`config.mk`:
```
export PLATFORM = sky130hd
export DESIGN_NAME = acq_sequencer_flat
export DESIGN_NICKNAME = d
export VERILOG_FILES = /design/src/rtl/acq_sequencer_if.sv /design/src/rtl/acq_sequencer.sv /design/src/flat_wrapper.sv
export SDC_FILE = /design/constraint.sdc
export NUM_CORES = 1
export LEC_CHECK = 0
export BUFFER_PORTS_ARGS = -buffer_cell sky130_fd_sc_hd__buf_2
export CELL_PAD_IN_SITES_DETAIL_PLACEMENT = 0
export CELL_PAD_IN_SITES_GLOBAL_PLACEMENT = 1
export CORE_UTILIZATION = 30
export DETAILED_ROUTE_END_ITERATION = 12
export PLACE_DENSITY = 0.75
export REMOVE_ABC_BUFFERS = 1
export SETUP_SLACK_MARGIN = 0.2
export SLEW_MARGIN = 20
export SYNTH_ARGS = -nofsm -noshare
export SYNTH_HDL_FRONTEND = slang
export SYNTH_SLANG_ARGS = --single-unit
```
`constraint.sdc`:
```
create_clock -name clk -period 1.6 [get_ports clk]
set_input_delay 0.08 -clock clk [delete_from_list [all_inputs] [get_ports clk]]
set_output_delay 0.08 -clock clk [all_outputs]
set_load 0.1 [all_outputs]
```
`src/rtl/acq_sequencer_if.sv`:
```
// acq_sequencer_if: control/status bundle between the register file, the
// sample FIFO and the acquisition sequencer.
//   master : register-file / FIFO side (drives control levels, fifo_full)
//   slave  : sequencer side (drives fifo_reset, strobes, status)
interface acq_sequencer_if #(
  parameter int DIV_WIDTH = 8
);
  logic                 acq_enable;
  logic                 acq_reset;
  logic [DIV_WIDTH-1:0] clock_divisor;
  logic [15:0]          channel_enable;
  logic                 fifo_full;
  logic                 fifo_reset;
  logic                 sample_strobe;
  logic [15:0]          channel_mask;
  logic                 running;
  logic                 overflow;
  logic [31:0]          sample_count;

  modport master (
    output acq_enable, acq_reset, clock_divisor, channel_enable, fifo_full,
    input  fifo_reset, sample_strobe, channel_mask, running, overflow, sample_count
  );

  modport slave (
    input  acq_enable, acq_reset, clock_divisor, channel_enable, fifo_full,
    output fifo_reset, sample_strobe, channel_mask, running, overflow, sample_count
  );
endinterface

```
`src/rtl/acq_sequencer.sv`:
```
// acq_sequencer: sequences the sample acquisition datapath.
//   IDLE -> FLUSH (fifo_reset for RESET_CYCLES) -> ARM (latch config) -> RUN
//   RUN issues one-cycle sample strobes every clock_divisor+1 cycles; a strobe
//   lost to fifo_full sets the sticky overflow flag and parks in HALT.
// Ports:
//   clk, rst : clock, asynchronous active-high reset
//   bus      : acq_sequencer_if.slave (control levels in, strobes/status out)
// Optional feature: define ACQ_SAMPLE_COUNTER_EN for a saturating strobe
// counter on sample_count; otherwise sample_count is tied to 0.
module acq_sequencer #(
  parameter int RESET_CYCLES = 8,
  parameter int DIV_WIDTH    = 8
) (
  input logic            clk,
  input logic            rst,
  acq_sequencer_if.slave bus
);
  localparam int FW = (RESET_CYCLES > 1) ? $clog2(RESET_CYCLES) : 1;
  localparam logic [FW-1:0] FLUSH_LAST = FW'(RESET_CYCLES - 1);

  typedef enum logic [2:0] {IDLE, FLUSH, ARM, RUN, HALT} state_t;

  state_t               state_q, state_d;
  logic [FW-1:0]        flush_cnt_q, flush_cnt_d;
  logic [DIV_WIDTH-1:0] div_cnt_q, div_cnt_d;
  logic [DIV_WIDTH-1:0] div_l_q, div_l_d;
  logic [15:0]          mask_q, mask_d;
  logic                 overflow_q, overflow_d;
  logic                 strobe_q, strobe_d;
  logic                 fifo_reset_q, fifo_reset_d;
  logic                 running_q, running_d;
  logic                 hit;

  always_comb begin
    state_d     = state_q;
    flush_cnt_d = flush_cnt_q;
    div_cnt_d   = '0;
    div_l_d     = div_l_q;
    mask_d      = mask_q;
    overflow_d  = overflow_q;
    strobe_d    = 1'b0;
    hit         = (div_cnt_q == div_l_q);

    case (state_q)
      IDLE: begin
        flush_cnt_d = '0;
        if (bus.acq_enable && (bus.channel_enable != 16'h0)) state_d = FLUSH;
      end
      FLUSH: begin
        overflow_d  = 1'b0;
        flush_cnt_d = flush_cnt_q + FW'(1);
        if (flush_cnt_q == FLUSH_LAST) state_d = ARM;
      end
      ARM: begin
        div_l_d = bus.clock_divisor;
        mask_d  = bus.channel_enable;
        state_d = RUN;
      end
      RUN: begin
        div_cnt_d = hit ? '0 : div_cnt_q + DIV_WIDTH'(1);
        if (hit) begin
          if (bus.fifo_full) begin
            overflow_d = 1'b1;
            state_d    = HALT;
          end else begin
            strobe_d = 1'b1;
          end
        end
      end
      HALT: overflow_d = 1'b1;
      default: state_d = IDLE;
    endcase

    // Dropping enable aborts without a strobe; overflow computed above still lands.
    if (!bus.acq_enable) begin
      state_d  = IDLE;
      strobe_d = 1'b0;
    end
    if (bus.acq_reset) begin
      state_d  = IDLE;
      strobe_d = 1'b0;
    end

    fifo_reset_d = bus.acq_reset || (state_d == FLUSH);
    running_d    = (state_d == RUN);
  end

  always_ff @(posedge clk or posedge rst) begin
    if (rst) begin
      state_q      <= IDLE;
      flush_cnt_q  <= '0;
      div_cnt_q    <= '0;
      div_l_q      <= '0;
      mask_q       <= '0;
      overflow_q   <= 1'b0;
      strobe_q     <= 1'b0;
      fifo_reset_q <= 1'b0;
      running_q    <= 1'b0;
    end else begin
      state_q      <= state_d;
      flush_cnt_q  <= flush_cnt_d;
      div_cnt_q    <= div_cnt_d;
      div_l_q      <= div_l_d;
      mask_q       <= mask_d;
      overflow_q   <= overflow_d;
      strobe_q     <= strobe_d;
      fifo_reset_q <= fifo_reset_d;
      running_q    <= running_d;
    end
  end

`ifdef ACQ_SAMPLE_COUNTER_EN
  logic [31:0] sample_cnt_q, sample_cnt_d;

  always_comb begin
    sample_cnt_d = sample_cnt_q;
    if (state_q == FLUSH)                 sample_cnt_d = '0;
    else if (strobe_d && !(&sample_cnt_q)) sample_cnt_d = sample_cnt_q + 32'd1;
  end

  always_ff @(posedge clk or posedge rst) begin
    if (rst) sample_cnt_q <= '0;
    else     sample_cnt_q <= sample_cnt_d;
  end

  assign bus.sample_count = sample_cnt_q;
`else
  assign bus.sample_count = 32'h0;
`endif

  assign bus.fifo_reset    = fifo_reset_q;
  assign bus.sample_strobe = strobe_q;
  assign bus.channel_mask  = mask_q;
  assign bus.running       = running_q;
  assign bus.overflow      = overflow_q;
endmodule

```
`src/flat_wrapper.sv`:
```
// flat-port wrapper written by rule: the top's interface ports become plain ports
module acq_sequencer_flat 
#(
  parameter int RESET_CYCLES = 8,
  parameter int DIV_WIDTH    = 8
)
  (clk, rst, bus_acq_enable, bus_acq_reset, bus_clock_divisor, bus_channel_enable, bus_fifo_full, bus_fifo_reset, bus_sample_strobe, bus_channel_mask, bus_running, bus_overflow, bus_sample_count);
  acq_sequencer_if #(.DIV_WIDTH(DIV_WIDTH)) bus_i ();
  input logic clk;
  input logic rst;
  input wire logic [$bits(bus_i.acq_enable)-1:0] bus_acq_enable;
  input wire logic [$bits(bus_i.acq_reset)-1:0] bus_acq_reset;
  input wire logic [$bits(bus_i.clock_divisor)-1:0] bus_clock_divisor;
  input wire logic [$bits(bus_i.channel_enable)-1:0] bus_channel_enable;
  input wire logic [$bits(bus_i.fifo_full)-1:0] bus_fifo_full;
  output wire logic [$bits(bus_i.fifo_reset)-1:0] bus_fifo_reset;
  output wire logic [$bits(bus_i.sample_strobe)-1:0] bus_sample_strobe;
  output wire logic [$bits(bus_i.channel_mask)-1:0] bus_channel_mask;
  output wire logic [$bits(bus_i.running)-1:0] bus_running;
  output wire logic [$bits(bus_i.overflow)-1:0] bus_overflow;
  output wire logic [$bits(bus_i.sample_count)-1:0] bus_sample_count;
  assign bus_i.acq_enable = bus_acq_enable;
  assign bus_i.acq_reset = bus_acq_reset;
  assign bus_i.clock_divisor = bus_clock_divisor;
  assign bus_i.channel_enable = bus_channel_enable;
  assign bus_i.fifo_full = bus_fifo_full;
  assign bus_fifo_reset = bus_i.fifo_reset;
  assign bus_sample_strobe = bus_i.sample_strobe;
  assign bus_channel_mask = bus_i.channel_mask;
  assign bus_running = bus_i.running;
  assign bus_overflow = bus_i.overflow;
  assign bus_sample_count = bus_i.sample_count;
  acq_sequencer #(.RESET_CYCLES(RESET_CYCLES), .DIV_WIDTH(DIV_WIDTH)) u_core (.clk(clk), .rst(rst), .bus(bus_i));
endmodule
```
==> PnR_summary.wiki, run 1 <==
{| class="wikitable"
! Metric !! Value
|-
| Peak supply drop || between 0.0005 and 0.0006 V
|-
| Post-DP HPWL || around 3000 um
|-
| Start-to-end type of the worst setup path || reg2reg
|-
| Area share of the leading cell type in the synthesized netlist || 0.489
|-
| Nets || 277
|-
| Inserted Diodes || 0
|-
| Remaining global-route overflow || 0
|-
| All-Layer GR Usage || 0.121
|-
| Remaining antenna violation count || 0
|-
| Max Clock Skew || about 0.010 ns
|-
| Boundary Pins || 81
|-
| Start of the worst register-to-register path || u_core.div_cnt_q[5]
|-
| DRC Markers || 0
|-
| Width of the chip || ~87 um
|-
| Number of synthesized flops with an enable pin || 0
|-
| Critical-path maximum fanout || 4
|-
| Synthesized area || 0.00215 mm2
|-
| Insertion delay of the later-clocked pin in the worst-skew pair || approximately 0.29 ns
|-
| Static Leakage || between 1 and 1.5 nW
|-
| Die Footprint || 0.00751 mm2
|-
| Launching instance or port of the critical path || u_core.div_cnt_q[5]
|-
| Clock buffer count from CTS || 5
|-
| Count of port buffers added during placement || 48
|-
| Setup repair after global routing missed its margin || yes
|-
| Proportion of synthesized chip area in sequential cells || 0.489
|-
| Area used by sequential logic in the layout || ~0.0011 mm2
|-
| Number of antenna violations at the first check in global routing || 0
|-
| Power Density || 1020 mW/mm2
|-
| Highest-utilization routing layer at the global route stage || met2
|-
| Cell Count Post-Placement || approximately 330
|-
| Synthesized netlist cell count || between 150 and 200
|-
| Hold Violations, Final || 0
|-
| Critical Path End Type || flip-flop
|-
| Final weighted congestion in routability-driven placement || around 0.77
|-
| Actual slew at the worst max-slew pin || around 0.54 ns
|-
| Die Y || ~87 um
|-
| CTS HTree Levels || 2
|-
| Proportion of register bits with asynchronous set or reset after synthesis || 1.00
|-
| Yosys warning count || 0
|-
| Clock transition at path regs || ~0.080 ns
|-
| Share of final-layout standard cells stronger than drive strength 1 || 0.445
|-
| HP Class || in2reg
|-
| Final count of pins violating max slew || 0
|-
| Primary FF master, synth || sky130_fd_sc_hd__dfrtp_1
|-
| Via count of the first global-routing pass || about 1,400
|-
| Start point of the worst min-delay path || bus_fifo_full
|-
| Worst rel slew slack || 0.637
|-
| Number of optimization iterations in the first detailed-route pass || 4
|-
| Clock tree sinks || 42
|-
| Max Clock Freq || around 710 MHz
|-
| Clock tree from TritonCTS || done
|-
| Vias per inst || between 4 and 5
|-
| Worst Path Arrival || roughly 1.6 ns
|-
| Starting DRC count in detailed routing || 84
|-
| Number of filler instances in the final layout || roughly 690
|-
| Count of vias placed by the detailed router || roughly 1,400
|-
| Maximum number of pins on one net before global-route repair || between 40 and 50
|-
| Avg Cell Area, Syn || 11.7 um2
|-
| Core Box Area || 0.00687 mm2
|-
| Final period util || 0.881
|-
| Netlist cell types || 39
|-
| Final-layout setup total negative slack || 0 ns
|-
| FP Rows || 30
|-
| Flip-flop and latch count after synthesis || 42
|-
| M1 GR Usage || 0.160
|-
| Area taken by multi-input logic gates || about 0.0010 mm2
|-
| Clk buf depth || 2
|-
| Most instantiated library cell after synthesis || sky130_fd_sc_hd__dfrtp_1
|-
| Global-route wire length before repair || 6980 um
|-
| Most frequent cells after synthesis || sky130_fd_sc_hd__dfrtp_1 (42), sky130_fd_sc_hd__buf_4 (34), sky130_fd_sc_hd__mux2_2 (24)
|-
| Number of max-cap violations || 0
|-
| Final Critical Period || between 1 and 1.5 ns
|-
| Required @ worst endpoint || ~1.8 ns
|-
| Area growth from synthesis to final layout || 23.0%
|-
| Total Power Consumption || 0.00269 W
|-
| Count of placed standard cells in the final layout, fillers left out || roughly 340
|-
| Number of failing setup endpoints in the final timing report || 0
|-
| Crit path launch type || flip-flop
|-
| Cell types with the largest area share after synthesis || sky130_fd_sc_hd__dfrtp_1 (49%), sky130_fd_sc_hd__mux2_2 (13%), sky130_fd_sc_hd__buf_4 (12%), sky130_fd_sc_hd__xnor2_1 (3.7%), sky130_fd_sc_hd__nand3_1 (2.1%)
|-
| Met3 track demand over resource in global routing || 0.0371
|-
| Starting density of the core || 0.313
|-
| Post-detailed-routing wire length || roughly 4200 um
|-
| Root cell of the clock tree || sky130_fd_sc_hd__clkbuf_8
|-
| Cell type with the highest aggregate area in the netlist || sky130_fd_sc_hd__dfrtp_1
|-
| Status || finished clean
|-
| Post-detailed-route wirelength per cell || roughly 12 um
|-
| M2 GR Usage || 0.191
|}
## logic make-up after synthesis
group           share of synthesized area
compound gates                     0.0442
xor+xnor                           0.0570
fa+ha+maj                          0.0175
buf+inv                             0.127
flops                               0.489
mux                                 0.126
other cells                       0.00174
simple gates                        0.138
## worst paths after layout
path / end / slack [ns] / cells after the start
worst max-delay path: u_core.state_q[2] / 0.19 / 4
worst min-delay path: u_core.bus.sample_strobe / 0.02 / 2
worst max register to register: u_core.state_q[2] / 0.19 / 4
worst min register to register: u_core.bus.channel_mask[8] / 0.51 / 1
max in group asynchronous: u_core.div_cnt_q[0] / 0.73 / 4
min in group asynchronous: u_core.bus.channel_mask[10] / 0.47 / 4
## layer usage
layer / share of wire / wire, um
met1: 0.48 / 2010
met2: 0.45 / 1870
met3: 0.060 / 251
met4: 0.0074 / 31
met5: 0 / 0
## power breakdown
part | switching [W] | internal (W) | total [W] | leakage (nW)
registers | 0.0000269 | 0.00110 | 0.00113 | 0.563
logic | 0.000598 | 0.000110 | 0.000709 | 0.680
clock network | 0.000358 | 0.000500 | 0.000858 | 0.0573
## cell usage in the layout (no fill, tap or decap), types with 4 or more instances in the layout
master	instances
sky130_fd_sc_hd__xor2_1	5
sky130_fd_sc_hd__dfrtp_1	38
sky130_fd_sc_hd__buf_2	48
sky130_fd_sc_hd__clkbuf_8	6
sky130_fd_sc_hd__xnor2_2	4
sky130_fd_sc_hd__nor2_1	9
sky130_fd_sc_hd__conb_1	32
sky130_fd_sc_hd__nor4_1	5
sky130_fd_sc_hd__buf_4	9
sky130_fd_sc_hd__mux2_2	24
sky130_fd_sc_hd__nand2_1	5
sky130_fd_sc_hd__dfrtp_2	4
sky130_fd_sc_hd__xnor2_1	5
sky130_fd_sc_hd__nand3_1	9
## final cells by class
type / instances / area share
clock inverter: 1 / 0.0114
inverter: 1 / 0.00142
tap: 96 / 0.0454
multi-input combinational: 135 / 0.380
sequential: 42 / 0.399
timing repair buffer: 60 / 0.132
clock buffer: 6 / 0.0312
## flip-flops by register name, summed over array words and instances, names as in the netlist, 3 cells and up
register / count
u_core.bus.channel_mask: 16
u_core.div_cnt_q: 8
u_core.div_l_q: 8
u_core.flush_cnt_q: 3
u_core.state_q: 3
## critical path, cell delays in order, from the launching register on
cell and delay [ns]:
sky130_fd_sc_hd__dfrtp_2 0.45, sky130_fd_sc_hd__xnor2_2 0.16, sky130_fd_sc_hd__nand4_2 0.15, sky130_fd_sc_hd__or2_4 0.31, sky130_fd_sc_hd__o31ai_2 0.25
## metrics by stage
step           instance area (um2)  setup slack (ns)  hold slack, ns  utilization
2_1_floorplan                 2000            0.0946           0.144            -
3_3_place_gp                  2420             0.164           0.249        0.353
3_5_place_dp                  2420             0.142           0.250        0.353
4_1_cts                       2570             0.189          0.0141        0.374
5_1_grt                       2650            0.0964         0.00152        0.385
6_report                      2650             0.190          0.0200        0.385
## what timing repair did
action	CTS	global route
endpoints found under the hold margin	43	0
hold buffers	2	0
endpoints found under the setup margin	13	38
gates resized for setup	1	15
setup buffers	2	1
pin swaps	2	4
(Power assumes the default switching activity.)
==> run 2: changes to the inputs <==
--- a/config.mk
+++ b/config.mk
@@ -11,7 +11,6 @@
 export CORE_UTILIZATION = 30
 export DETAILED_ROUTE_END_ITERATION = 12
 export PLACE_DENSITY = 0.75
-export REMOVE_ABC_BUFFERS = 1
 export SETUP_SLACK_MARGIN = 0.2
 export SLEW_MARGIN = 20
 export SYNTH_ARGS = -nofsm -noshare
==> PnR_summary.wiki, run 2 (synthesized netlist as in run 1, its figures left out) <==
{| class="wikitable"
! Metric !! Value
|-
| Die Y || ~87 um
|-
| Worst-case register-to-register setup slack || approximately 0.20 ns
|-
| Clock tree sinks || between 40 and 50
|-
| Power Density || 995 mW/mm2
|-
| Boundary Pins || 81
|-
| CTS HTree Levels || 2
|-
| Actual slew at the worst max-slew pin || around 0.52 ns
|-
| Static Leakage || approximately 1.3 nW
|-
| Clk buf depth || 2
|-
| Via count of the first global-routing pass || 1,369
|-
| Post-detailed-route wirelength per cell || 12.0 um
|-
| Global-route wire length before repair || 6400 um
|-
| Post-detailed-routing wire length || around 4200 um
|-
| Worst Setup EP || u_core.bus.sample_strobe
|-
| Hold Violations, Final || 0
|-
| Number of optimization iterations in the first detailed-route pass || 4
|-
| Number of filler instances in the final layout || a little under 700
|-
| Width of the chip || 86.7 um
|-
| Start of the worst register-to-register path || u_core.div_cnt_q[4]
|-
| Critical-path maximum fanout || 4
|-
| Post-DP HPWL || between 2000 and 3000 um
|-
| Top library cells by usage in the layout, fill and taps aside || sky130_fd_sc_hd__buf_2 (48), sky130_fd_sc_hd__dfrtp_1 (39), sky130_fd_sc_hd__conb_1 (32), sky130_fd_sc_hd__mux2_2 (24), sky130_fd_sc_hd__buf_4 (12)
|-
| Number of antenna violations at the first check in global routing || 0
|-
| All-Layer GR Usage || 0.113
|-
| Final weighted congestion in routability-driven placement || just over 0.8
|-
| Clock tree from TritonCTS || done
|-
| Cells along the critical path || xnor2_1 > nand4_1 > or2_4 > nor4b_4
|-
| Clock buffer count from CTS || 5
|-
| Post-place setup slack || 0.158 ns
|-
| Number of failing setup endpoints in the final timing report || 0
|-
| Final-layout setup total negative slack || 0 ns
|-
| Maximum number of pins on one net before global-route repair || 43
|-
| Slowest stage cell, crit path || sky130_fd_sc_hd__dfrtp_1
|-
| Share of final-layout standard cells stronger than drive strength 1 || 0.444
|-
| Number of max-cap violations || 0
|-
| Number of flip-flops under the largest register name || 16
|-
| Setup repair after global routing missed its margin || yes
|-
| Count of vias placed by the detailed router || approximately 1,500
|-
| DRC Markers || 0
|-
| Peak supply drop || 0.000591 V
|-
| Die Footprint || roughly 0.0075 mm2
|-
| Delay of the slowest critical-path stage || just over 0.4 ns
|-
| Count of port buffers added during placement || 48
|-
| Reg2Reg Capture Point || u_core.bus.sample_strobe
|-
| Root cell of the clock tree || sky130_fd_sc_hd__clkbuf_8
|-
| Final critical-path setup slack || about 0.20 ns
|-
| Final count of pins violating max slew || 0
|-
| Nets || approximately 280
|-
| Crit path launch type || flip-flop
|-
| Launching instance or port of the critical path || u_core.div_cnt_q[4]
|-
| Remaining antenna violation count || 0
|-
| Vias per inst || between 4 and 5
|-
| Status || finished clean
|-
| Max Clock Skew || 0.00681 ns
|-
| Area growth from synthesis to final layout || 24.8%
|-
| Starting DRC count in detailed routing || 61
|-
| Clock transition at path regs || 0.08 ns
|-
| Max Clock Freq || approximately 700 MHz
|-
| Insertion delay of the later-clocked pin in the worst-skew pair || a little under 0.3 ns
|-
| Final period util || 0.873
|-
| FP Rows || 30
|-
| Remaining global-route overflow || 0
|-
| Worst reg2reg path depth || 4
|-
| Worst rel slew slack || 0.651
|-
| Core Box Area || 0.00687 mm2
|-
| Critical Path End Type || flip-flop
|-
| Starting density of the core || 0.313
|-
| HP Class || in2reg
|-
| Required @ worst endpoint || 1.80 ns
|-
| Commonest non-fill, non-tap cell in the layout || sky130_fd_sc_hd__buf_2
|-
| Start-to-end type of the worst setup path || reg2reg
|-
| Inserted Diodes || 0
|-
| Final Critical Period || about 1.4 ns
|-
| Worst Path Arrival || around 1.6 ns
|}
-- run 2: area by class of cell --
cell class                 count  area (um2)  share of cell area
sequential                    42        1050               0.393
multi-input combinational    135        1000               0.373
timing repair buffer          64         395               0.147
tap                           96         120              0.0447
clock buffer                   6        72.6              0.0270
clock inverter                 2        37.5              0.0140
inverter                       1        3.75             0.00140
-- run 2: stage by stage --
step | power [W] | instance area [um2] | utilization | hold slack, ns | std cells
after floorplan | 0.00180 | 2270 | - | 0.144 | 215
after global placement | 0.00183 | 2420 | 0.353 | 0.247 | 329
after detailed placement | 0.00183 | 2420 | 0.353 | 0.249 | 329
after CTS | 0.00268 | 2590 | 0.378 | 0.00553 | 344
after global routing | 0.00277 | 2690 | 0.391 | 0.00117 | 346
final | 0.00267 | 2690 | 0.391 | 0.0115 | 346
-- run 2: worst min-delay path by stage --
stage / cells after the start / startpoint / endpoint
floorplan: 1 / bus_fifo_full / u_core.bus.sample_strobe
global route: 2 / bus_clock_divisor[3] / u_core.div_l_q[3]
CTS: 2 / bus_clock_divisor[7] / u_core.div_l_q[7]
detailed placement: 3 / rst / u_core.div_l_q[0]
finish: 2 / bus_clock_divisor[2] / u_core.div_l_q[2]
global placement: 3 / rst / u_core.div_l_q[2]
-- run 2: what timing repair did --
action | in CTS | in global routing
pin swaps | 3 | 3
buffers inserted | 5 | 1
cloned | 0 | 1
gates resized for setup | 2 | 10
hold endpoints to repair | 43 | 0
endpoints found under the setup margin | 5 | 37
hold buffers | 2 | 0
-- run 2: power by group --
| part | internal (W) | switching [W] |
|---|---|---|
| registers | 0.00110 | 0.0000254 |
| clock network | 0.000466 | 0.000368 |
| logic | 0.000113 | 0.000600 |
-- run 2: routing by layer --
layer	global-route usage	up-vias	wire length (um)
met5	0	-	0
met4	0.0318	0	36
met3	0.0419	4	261
met2	0.167	55	1910
met1	0.154	711	1960
li1	-	704	-
-- run 2: critical path: cells and delay by family, from the launching register on --
family / cells / cell delay [ns]
flops: 1 / 0.41
simple gates: 3 / 0.72
xor+xnor: 1 / 0.17
==> run 3: changes to the inputs <==
==> constraint.sdc (replaced) <==
create_clock -name clk -period 1.6 [get_ports clk]
set_input_delay 0.16 -clock clk [delete_from_list [all_inputs] [get_ports clk]]
set_output_delay 0.16 -clock clk [all_outputs]
set_load 0.1 [all_outputs]
==> PnR_summary.wiki, run 3 (synthesized netlist as in run 1, its figures left out) <==
{| class="wikitable"
! Metric !! Value
|-
| Vias per inst || roughly 4.4
|-
| Number of filler instances in the final layout || ~670
|-
| Power Density || 994 mW/mm2
|-
| Final-layout setup total negative slack || 0 ns
|-
| Boundary Pins || roughly 80
|-
| Share of final-layout standard cells stronger than drive strength 1 || 0.466
|-
| Static Leakage || 1.34 nW
|-
| Via count of the first global-routing pass || 1,421
|-
| Clock tree from TritonCTS || done
|-
| Number of max-cap violations || 0
|-
| Inserted Diodes || 0
|-
| Hold Path End || u_core.bus.fifo_reset
|-
| Clk buf depth || 2
|-
| Required @ worst endpoint || between 1.5 and 2 ns
|-
| Final hold slack || ~0.084 ns
|-
| Start point of the worst min-delay path || bus_acq_reset
|-
| Critical Path End Type || flip-flop
|-
| Root cell of the clock tree || sky130_fd_sc_hd__clkbuf_8
|-
| Reg2Reg Capture Point || u_core.state_q[0]
|-
| Post-detailed-route wirelength per cell || around 12 um
|-
| Final weighted congestion in routability-driven placement || about 0.80
|-
| Insertion delay of the later-clocked pin in the worst-skew pair || ~0.30 ns
|-
| Number of flip-flops under the largest register name || 16
|-
| Peak supply drop || 0.000577 V
|-
| Width of the chip || just under 90 um
|-
| Worst-case register-to-register setup slack || around 0.19 ns
|-
| Final count of pins violating max slew || 0
|-
| CTS HTree Levels || 2
|-
| Setup repair after global routing missed its margin || yes
|-
| Count of port buffers added during placement || 48
|-
| Hold Crit Depth || 2
|-
| Worst Path Arrival || between 1.5 and 2 ns
|-
| Area used by sequential logic in the layout || ~0.0011 mm2
|-
| Count of vias placed by the detailed router || 1,528
|-
| Max Clock Skew || just under 0.006 ns
|-
| Number of failing setup endpoints in the final timing report || 0
|-
| HP Class || in2reg
|-
| Start of the worst register-to-register path || u_core.state_q[1]
|-
| Die Y || approximately 87 um
|-
| Area growth from synthesis to final layout || 25.8%
|-
| Remaining antenna violation count || 0
|-
| Max Clock Freq || 710 MHz
|-
| Number of antenna violations at the first check in global routing || 0
|-
| Crit path launch type || flip-flop
|-
| Starting density of the core || 0.313
|-
| Nets || around 280
|-
| Area taken by multi-input logic gates || about 0.001 mm2
|-
| Remaining global-route overflow || 0
|-
| Hold Violations, Final || 0
|-
| DRC Markers || 0
|-
| Start-to-end type of the worst setup path || reg2reg
|-
| Clock buffer count from CTS || 5
|-
| Worst rel slew slack || 0.645
|-
| Core Box Area || about 0.0069 mm2
|-
| Post-DP HPWL || a little under 3000 um
|-
| Clock tree sinks || 42
|-
| All-Layer GR Usage || 0.117
|-
| Actual slew at the worst max-slew pin || approximately 0.53 ns
|-
| Final period util || 0.880
|-
| Top library cells by usage in the layout, fill and taps aside || sky130_fd_sc_hd__buf_2 (48), sky130_fd_sc_hd__dfrtp_1 (38), sky130_fd_sc_hd__conb_1 (32), sky130_fd_sc_hd__mux2_2 (24), sky130_fd_sc_hd__buf_4 (16)
|-
| Number of optimization iterations in the first detailed-route pass || 4
|-
| Critical-path maximum fanout || 8
|-
| Commonest non-fill, non-tap cell in the layout || sky130_fd_sc_hd__buf_2
|-
| Starting DRC count in detailed routing || 66
|-
| Global-route wire length before repair || just under 7000 um
|-
| Final Critical Period || about 1.4 ns
|-
| Clock transition at path regs || roughly 0.080 ns
|-
| Status || finished clean
|-
| FP Rows || 30
|-
| Post-detailed-routing wire length || 4240 um
|-
| Maximum number of pins on one net before global-route repair || between 40 and 50
|-
| Die Footprint || between 0.007 and 0.008 mm2
|-
| Worst reg2reg path depth || 3
|}
==> run 3: what timing repair did <==
item | 4_1_cts | 5_1_grt
endpoints found under the hold margin | 2 | 0
pin swaps | 1 | 7
setup buffers | 3 | 6
hold buffers | 1 | 0
endpoints found under the setup margin | 5 | 35
resized for setup | 1 | 16
==> run 3: worst max path at each step <==
stage	startpoint	endpoint	slack, ns	depth (start not counted)
floorplan	u_core.state_q[2]	u_core.bus.channel_mask[0]	0.19	5
global placement	bus_channel_enable[0]	u_core.bus.fifo_reset	0.09	6
detailed placement	bus_channel_enable[0]	u_core.bus.fifo_reset	0.12	6
CTS	u_core.div_cnt_q[5]	u_core.bus.sample_strobe	0.20	4
global route	u_core.div_cnt_q[6]	u_core.div_cnt_q[7]	0.12	6
finish	u_core.state_q[1]	u_core.state_q[0]	0.19	3
==> run 3: through the flow <==
step / setup WS (ns) / std cells / cell area, um2 / total power [W] / utilization
6_report: 0.192 / 349 / 2710 / 0.00269 / 0.394
3_3_place_gp: 0.0882 / 331 / 2440 / 0.00183 / 0.355
4_1_cts: 0.204 / 343 / 2590 / 0.00271 / 0.377
5_1_grt: 0.116 / 349 / 2710 / 0.00280 / 0.394
3_5_place_dp: 0.118 / 331 / 2440 / 0.00183 / 0.355
2_1_floorplan: 0.192 / 215 / 2270 / 0.00180 / -
==> run 3: power by group <==
| group | internal (W) | switching, W | total, W |
|---|---|---|---|
| clock | 0.000464 | 0.000382 | 0.000846 |
| sequential | 0.00110 | 0.0000253 | 0.00112 |
| combinational | 0.000115 | 0.000602 | 0.000717 |
==> run 3: final cells by class <==
cell class              instances  share of cell area
well taps                      96              0.0444
inverters                       1             0.00139
clock buffers                   5              0.0254
multi-input cells             135               0.373
clock inverters                 3              0.0167
repair buffers                 67               0.148
flip-flops and latches         42               0.390
==> run 3: critical path: stages, from the launching register on <==
cell,delay (ns)
sky130_fd_sc_hd__dfrtp_2,0.46
sky130_fd_sc_hd__buf_4,0.18
sky130_fd_sc_hd__or3_1,0.38
sky130_fd_sc_hd__a311oi_2,0.29
==> run 3: layer usage <==
metal | share of wire | GRT usage | routed length, um
met4 | 0.0068 | 0.0318 | 29
met5 | 0 | 0 | 0
met1 | 0.45 | 0.158 | 1910
met3 | 0.077 | 0.0371 | 325
met2 | 0.47 | 0.183 | 1980
